$ cat src/rtl/serial_sub_ctrl.sv
// Bit-serial subtractor: latches A, B and a borrow-in, then resolves one
// difference bit per clock LSB-first through a single full-subtractor stage.
module serial_sub_ctrl #(
  parameter int WIDTH = 8,
  parameter int CW    = 5
) (
  input  logic             clk,
  input  logic             rst,
  input  logic             start,
  input  logic [WIDTH-1:0] a,
  input  logic [WIDTH-1:0] b,
  input  logic             bin,
  output logic             busy,
  output logic             done,
  output logic [WIDTH-1:0] diff,
  output logic             bout
);

  typedef enum logic [1:0] {
    S_IDLE,
    S_RUN,
    S_DONE
  } state_t;

  state_t           state_q, state_d;
  logic [WIDTH-1:0] a_q, a_d;
  logic [WIDTH-1:0] b_q, b_d;
  logic [WIDTH-1:0] diff_q, diff_d;
  logic             br_q, br_d;
  logic             bout_q, bout_d;
  logic [CW-1:0]    cnt_q, cnt_d;

  logic stage_d;
  logic stage_bo;
  logic last_bit;

  assign stage_d  = a_q[0] ^ b_q[0] ^ br_q;
  assign stage_bo = (~a_q[0] & b_q[0]) | (~(a_q[0] ^ b_q[0]) & br_q);
  assign last_bit = (cnt_q == CW'(WIDTH - 1));

  always_comb begin
    state_d = state_q;
    a_d     = a_q;
    b_d     = b_q;
    diff_d  = diff_q;
    br_d    = br_q;
    bout_d  = bout_q;
    cnt_d   = cnt_q;
    case (state_q)
      S_IDLE: begin
        if (start) begin
          a_d     = a;
          b_d     = b;
          br_d    = bin;
          cnt_d   = '0;
          diff_d  = '0;
          state_d = S_RUN;
        end
      end
      S_RUN: begin
        // Difference enters at the MSB so bit 0 lands at position 0 after WIDTH shifts.
        a_d    = a_q >> 1;
        b_d    = b_q >> 1;
        diff_d = {stage_d, diff_q[WIDTH-1:1]};
        br_d   = stage_bo;
        cnt_d  = cnt_q + CW'(1);
        if (last_bit) begin
          bout_d  = stage_bo;
          state_d = S_DONE;
        end
      end
      S_DONE: begin
        state_d = S_IDLE;
      end
      default: begin
        state_d = S_IDLE;
      end
    endcase
  end

  always_ff @(posedge clk) begin
    if (rst) begin
      state_q <= S_IDLE;
      a_q     <= '0;
      b_q     <= '0;
      diff_q  <= '0;
      br_q    <= 1'b0;
      bout_q  <= 1'b0;
      cnt_q   <= '0;
    end else begin
      state_q <= state_d;
      a_q     <= a_d;
      b_q     <= b_d;
      diff_q  <= diff_d;
      br_q    <= br_d;
      bout_q  <= bout_d;
      cnt_q   <= cnt_d;
    end
  end

  assign busy = (state_q != S_IDLE);
  assign done = (state_q == S_DONE);
  assign diff = diff_q;
  assign bout = bout_q;

endmodule

$ cat config.mk
export PLATFORM = sky130hd
export DESIGN_NAME = serial_sub_ctrl
export DESIGN_NICKNAME = d
export VERILOG_FILES = /design/src/rtl/serial_sub_ctrl.sv
export SDC_FILE = /design/constraint.sdc
export NUM_CORES = 1
export LEC_CHECK = 0
export CAP_MARGIN = 5
export CORE_ASPECT_RATIO = 0.6
export CORE_MARGIN = 1.5
export CORE_UTILIZATION = 51
export DETAILED_ROUTE_END_ITERATION = 10
export GPL_TIMING_DRIVEN = 0
export PLACE_DENSITY_LB_ADDON = 0.15
export SYNTH_ARGS = -nofsm -noshare
export SYNTH_HDL_FRONTEND = slang
export SYNTH_SLANG_ARGS = --single-unit
$ cat constraint.sdc
create_clock -name clk -period 1.8 [get_ports clk]
set_clock_uncertainty 0.15 [all_clocks]
set_input_delay 0.54 -clock clk [delete_from_list [all_inputs] [get_ports clk]]
set_output_delay 0.54 -clock clk [all_outputs]
set_load 0.01 [all_outputs]
==> flow_summary.json, run 1 <==
{
  "drc_errors": 0,
  "min_path_type": "flip-flop to flip-flop",
  "cts-htree-levels": 2,
  "yosys_register_bits": 33,
  "crit_chain": "or2_1 > buf_2",
  "cts_buffers": 5,
  "ys_async_sr_fraction_pct": 0,
  "fmax_mhz": 589.3,
  "use_met2_pct": 43.04,
  "clk_latency_ns": 0.29,
  "fin_area_um2": 2076,
  "rsz0062_at_grt": "no",
  "drt-initial-drc-count": 89,
  "status": "finished clean",
  "tightest_slew_ns": 0.5132,
  "yosysUniqueCellTypes": 37,
  "cp.required_ns": 1.11,
  "antenna_found_initial": 0,
  "top_usage_layer": "met2",
  "grt_max_degree": 18,
  "synth.area.top_cells": "dfxtp_1 (40%), nor2_1 (7.1%), a21oi_1 (7.0%)",
  "grt_use_met1_pct": 31.72,
  "timing.final.crit_share_pct": 94.27,
  "overflow": 0,
  "cts_tree": "built",
  "layout-drive-gt1-share_pct": 15.25,
  "vias": 1470,
  "p_leak_nw": 0.8520,
  "wl_per_cell_um": 15.26,
  "die_y_um": 46.97,
  "finalNetCount": 244,
  "io_buffers": 29,
  "cts_buffer_depth": 2,
  "numPlacedInstances": 257,
  "die_area_um2": 3582,
  "ys_warn_count": 0,
  "drt_wl_total_mm": 4.044,
  "pin_count": 31,
  "fin_ws_ns": 0.1031,
  "met3_usage_pct": 7.767,
  "avgSynthCellArea_um2": 8.832,
  "synth.cell_area_um2": 1643,
  "clkTransAtPathRegs_ns": 0.07,
  "synth_top_area_share_pct": 40.21,
  "grt_pass1_vias": 1460,
  "syn_inst": 186,
  "setup_viol": 0,
  "yosysSeqAreaShare_pct": 40.21,
  "crit_type": "flip-flop to primary output",
  "power.density_nw_per_um2": 860.2,
  "cp.arrival_ns": 1.01,
  "cap_violations": 0,
  "diodes": 0,
  "synth_common_cells": "dfxtp_1 (33), nor2_1 (31), a21oi_1 (23)",
  "first_pass_iters": 4,
  "rows": 15,
  "synth_edf_count": 0,
  "ir_drop_mv": 0.5118,
  "yosysMostFrequentCell": "dfxtp_1",
  "cts_root_buf": "clkbuf_8",
  "syn_to_final_growth_pct": 26.35,
  "post-dp-hpwl_mm": 2.818,
  "coreArea_um2": 2965,
  "grt_pass1_wl_mm": 6.796,
  "synth_area_leader_cell": "dfxtp_1",
  "initial_utilization_pct": 55.40,
  "slowest_delay_ns": 0.37,
  "finalMaxSlewViolations": 0,
  "place_ws_ns": -0.4706,
  "synth_nets": 208,
  "routed_via_density": 5.547,
  "end_kind": "primary output",
  "hold_viol": 0,
  "fin_util_pct": 70.00,
  "hold_slack_ns": 0.3394,
  "cp_max_fo": 6,
  "track_usage_pct": 25.30,
  "clock_sink_count": 33,
  "fp.dieW_um": 76.27,
  "antenna_left": 0,
  "relSlewSlack_pct": 65.79,
  "synth_ff_type": "dfxtp_1",
  "gp_congestion": 0.7906,
  "instances_no_fill": 265,
  "critical_path.slowest_cell": "dfxtp_4",
  "fin_crit_ns": 1.697,
  "start_kind": "flip-flop",
  "placed_area_um2": 1986
}
cells in the final DEF, fill, tap and decap left out, types with 7 or more instances in the layout:
cell | Yosys | layout
dfxtp_1 | 33 | 31
a22oi_1 | 9 | 9
nor2_1 | 31 | 31
dlygate4sd2_1 | 0 | 10
clkdlybuf4s50_1 | 0 | 17
inv_1 | 7 | 7
nand2b_1 | 7 | 7
a21oi_1 | 23 | 23
buf_4 | 5 | 8
cell type report:
type                    count  area, µm²
plain buffers              10      68.82
clock buffers               7      86.33
clock inverters             1      30.03
fillers                   254      889.6
inverters                   8      30.03
multi-input cells         129      827.0
flip-flops and latches     33      668.1
well taps                  42      52.55
repair buffers             35      312.8
logic make-up (layout without fill, tap and decap cells):
| group | count (synthesis) | after routing | synth area share, % |
|---|---|---|---|
| buf+inv | 24 | 61 | 9.443 |
| compound gates | 54 | 54 | 24.37 |
| flops | 33 | 33 | 40.21 |
| fa+ha+maj | 2 | 2 | 1.980 |
| simple gates | 73 | 73 | 23.99 |
worst max-delay path: cells and delay by family (launching register included):
family / cells / cell delay (ns)
AND/OR/NAND/NOR: 1 / 0.21
flip-flops: 1 / 0.37
buffers and inverters: 1 / 0.14
repair_timing:
| action | in CTS | in global routing |
|---|---|---|
| endpoints found under the setup margin | 22 | 2 |
| hold buffers | 0 | 0 |
| setup buffers | 4 | 2 |
| endpoints found under the hold margin | 0 | 0 |
| resized for setup | 27 | 1 |
state kept, by name, indices dropped and copies added (netlist names):
register and count:
a_q 8, cnt_q 5, b_q 8, state_q 2, bout 1, diff 8, br_q 1
path summary, 6_finish.rpt:
check / endpoint / cells past startpoint / slack (ns) / from
min: a_q[7] / 2 / 0.34 / a_q[7]
max reg2reg: br_q / 4 / 0.27 / b_q[0]
max: busy / 2 / 0.10 / state_q[0]
min reg2reg: a_q[7] / 2 / 0.34 / a_q[7]
per-stage QoR:
stage / total power, W / TNS [ns]
finish: 0.001786 / 0
global route: 0.001860 / 0
CTS: 0.001798 / -0.06787
detailed placement: 0.001078 / -9.607
global placement: 0.001063 / -7.941
floorplan: 0.0009798 / 0
report_power, final:
| part | switching, W | internal [W] |
|---|---|---|
| clock | 0.000277 | 0.000451 |
| combinational | 0.000128 | 0.000131 |
| sequential | 0.0000295 | 0.000769 |
layer usage:
| layer | vias up | part of all wire, % |
|---|---|---|
| met5 | - | 0 |
| met1 | 677 | 46 |
| met3 | 6 | 6.6 |
| li1 | 734 | - |
| met4 | 0 | 1.3 |
| met2 | 53 | 46 |
(Power assumes the default switching activity.)
==> run 2: changes to the inputs <==
--- a/config.mk
+++ b/config.mk
@@ -6,7 +6,6 @@
 export NUM_CORES = 1
 export LEC_CHECK = 0
 export CAP_MARGIN = 5
-export CORE_ASPECT_RATIO = 0.6
 export CORE_MARGIN = 1.5
 export CORE_UTILIZATION = 51
 export DETAILED_ROUTE_END_ITERATION = 10
==> run 2 against run 1 <==
  * Maximum frequency shrank 3.0%
  * Worst setup slack lost 0.052 ns
  * Cell area shrank 0.78%
  * Non-clock buffer count grew 6
  * Total power shrank 16%
  * Register-to-register slack lost 0.15 ns
  * Clock-buffer cell count is the same
  * Wire length shrank 3.6%
==> flow_summary.json, run 2 (synthesis results as in run 1) <==
{
  "vias": 1485,
  "finalNetCount": 250,
  "relSlewSlack_pct": 63.90,
  "critical_path.slowest_cell": "dfxtp_4",
  "holdBufCountCts": 0,
  "fp.dieW_um": 59.76,
  "syn_to_final_growth_pct": 25.36,
  "whs_path_depth": 2,
  "status": "finished clean",
  "p_switching_w": 0.0004069,
  "fin_crit_ns": 1.749,
  "rows": 20,
  "fin_area_um2": 2059,
  "diodes": 0,
  "cts_root_buf": "clkbuf_4",
  "clk_latency_ns": 0.35,
  "cp.required_ns": 1.11,
  "cp.arrival_ns": 1.06,
  "cts_tree": "built",
  "drt_wl_total_mm": 3.899,
  "finalMaxSlewViolations": 0,
  "p_clk_share_pct": 29.2,
  "fmax_mhz": 571.8,
  "ir_drop_mv": 0.5839,
  "worstRegToRegCells": 6,
  "post-dp-hpwl_mm": 2.639,
  "overflow": 0,
  "grt_pass1_wl_mm": 6.423,
  "routed_via_density": 5.460,
  "cts_buffer_depth": 2,
  "track_usage_pct": 24.04,
  "seq_power_share_pct": 53.2,
  "cap_violations": 0,
  "initial_utilization_pct": 53.81,
  "antenna_left": 0,
  "start_kind": "flip-flop",
  "grt_max_degree": 14,
  "coreArea_um2": 3053,
  "reg2reg_slack_ns": 0.12,
  "wl_per_cell_um": 14.33,
  "pin_count": 31,
  "p_sw_share_pct": 27.22,
  "drc_errors": 0,
  "io_buffers": 29,
  "grt_pass1_vias": 1425,
  "clock_sink_count": 33,
  "tightest_slew_ns": 0.5415,
  "p_leak_nw": 0.8553,
  "hold_viol": 0,
  "cts-htree-levels": 2,
  "power_frac_comb_pct": 17.6,
  "crit_chain": "or2_1 > buf_2",
  "first_pass_iters": 4,
  "crit_type": "flip-flop to primary output",
  "end_kind": "primary output",
  "cts_buffers": 5,
  "clkTransAtPathRegs_ns": 0.11,
  "power.density_nw_per_um2": 725.9,
  "drt-initial-drc-count": 80,
  "setup_tns_ns": 0,
  "layout-drive-gt1-share_pct": 17.11,
  "slowest_delay_ns": 0.37,
  "min_path_type": "flip-flop to flip-flop",
  "die_area_um2": 3571,
  "setup_viol": 0,
  "placed_area_um2": 1988,
  "timing.final.crit_share_pct": 97.16,
  "gp_congestion": 0.8004,
  "rsz0062_at_grt": "no",
  "p_int_w": 0.001088,
  "cp_max_fo": 6,
  "mostFrequentLayoutCells": "nor2_1 (31), dfxtp_1 (31), a21oi_1 (23), clkdlybuf4s50_1 (17), buf_4 (13)",
  "die_y_um": 59.76,
  "antenna_found_initial": 0
}
-- run 2: changes by cell type in the layout (fill, tap and decap cells not counted) --
| cell | delta |
|---|---|
| clkbuf_4 | +5 |
| buf_4 | +5 |
| bufinv_16 | -1 |
| clkbuf_8 | -5 |
| clkbuf_2 | +1 |
-- run 2: what timing repair did --
action | in CTS | in global routing
resized for setup | 26 | 2
setup endpoints to repair | 13 | 2
setup buffers | 7 | 5
cloned | 0 | 0
-- run 2: final cells by class --
class,count,area [µm²]
inverters,8,30.03
flip-flops and latches,33,668.1
repair buffers,41,355.3
multi-input cells,129,827.0
clock buffers,7,55.05
plain buffers,10,68.82
fillers,266,993.5
well taps,44,55.05
-- run 2: power by group through the flow --
stage	Sequential (W)	Clock [W]	Combinational, W
floorplan	0.000808	0	0.000172
global placement	0.000811	0	0.000250
detailed placement	0.000813	0	0.000259
CTS	0.000799	0.000444	0.000259
global route	0.000801	0.000476	0.000292
finish	0.000795	0.000437	0.000263
-- run 2: metal layers --
metal	GRT usage, %	wire [µm]	vias up
met2	38.98	1865	37
met4	7.937	39	0
met1	30.03	1791	708
met5	0	0	-
met3	7.792	202	4
li1	-	-	736
-- run 2: per-stage QoR --
| step | setup WS [ns] | utilization (%) | power (W) | cells | hold slack (ns) |
|---|---|---|---|---|---|
| finish | 0.05113 | 67.46 | 0.001495 | 272 | 0.3354 |
| global route | 0.01091 | 67.46 | 0.001568 | 272 | 0.3640 |
| CTS | -0.1465 | 67.95 | 0.001502 | 270 | 0.3375 |
| detailed placement | -0.4558 | 65.12 | 0.001072 | 259 | 0.3205 |
| global placement | -0.4268 | 65.12 | 0.001062 | 259 | 0.3181 |
| floorplan | 0.1162 | - | 0.0009798 | 186 | 0.2995 |
-- run 2: worst paths after layout --
kind / startpoint / to
worst min-delay path: a_q[7] / a_q[7]
worst min register to register: a_q[7] / a_q[7]
worst max-delay path: state_q[0] / busy
worst max register to register: state_q[1] / cnt_q[4]
-- run 2: critical path: cells and delay by family, from the launching register on --
family	cells	cell delay, ns
flops	1	0.37
simple gates	1	0.21
buf+inv	1	0.14
==> run 3: changes to the inputs <==
--- a/config.mk
+++ b/config.mk
@@ -8,6 +8,7 @@
 export CAP_MARGIN = 5
 export CORE_MARGIN = 1.5
 export CORE_UTILIZATION = 51
+export CTS_CLUSTER_SIZE = 30
 export DETAILED_ROUTE_END_ITERATION = 10
 export GPL_TIMING_DRIVEN = 0
 export PLACE_DENSITY_LB_ADDON = 0.15
==> results of run 3 <==
Same layout as run 2: the final DEF is identical, and so are final timing and power.
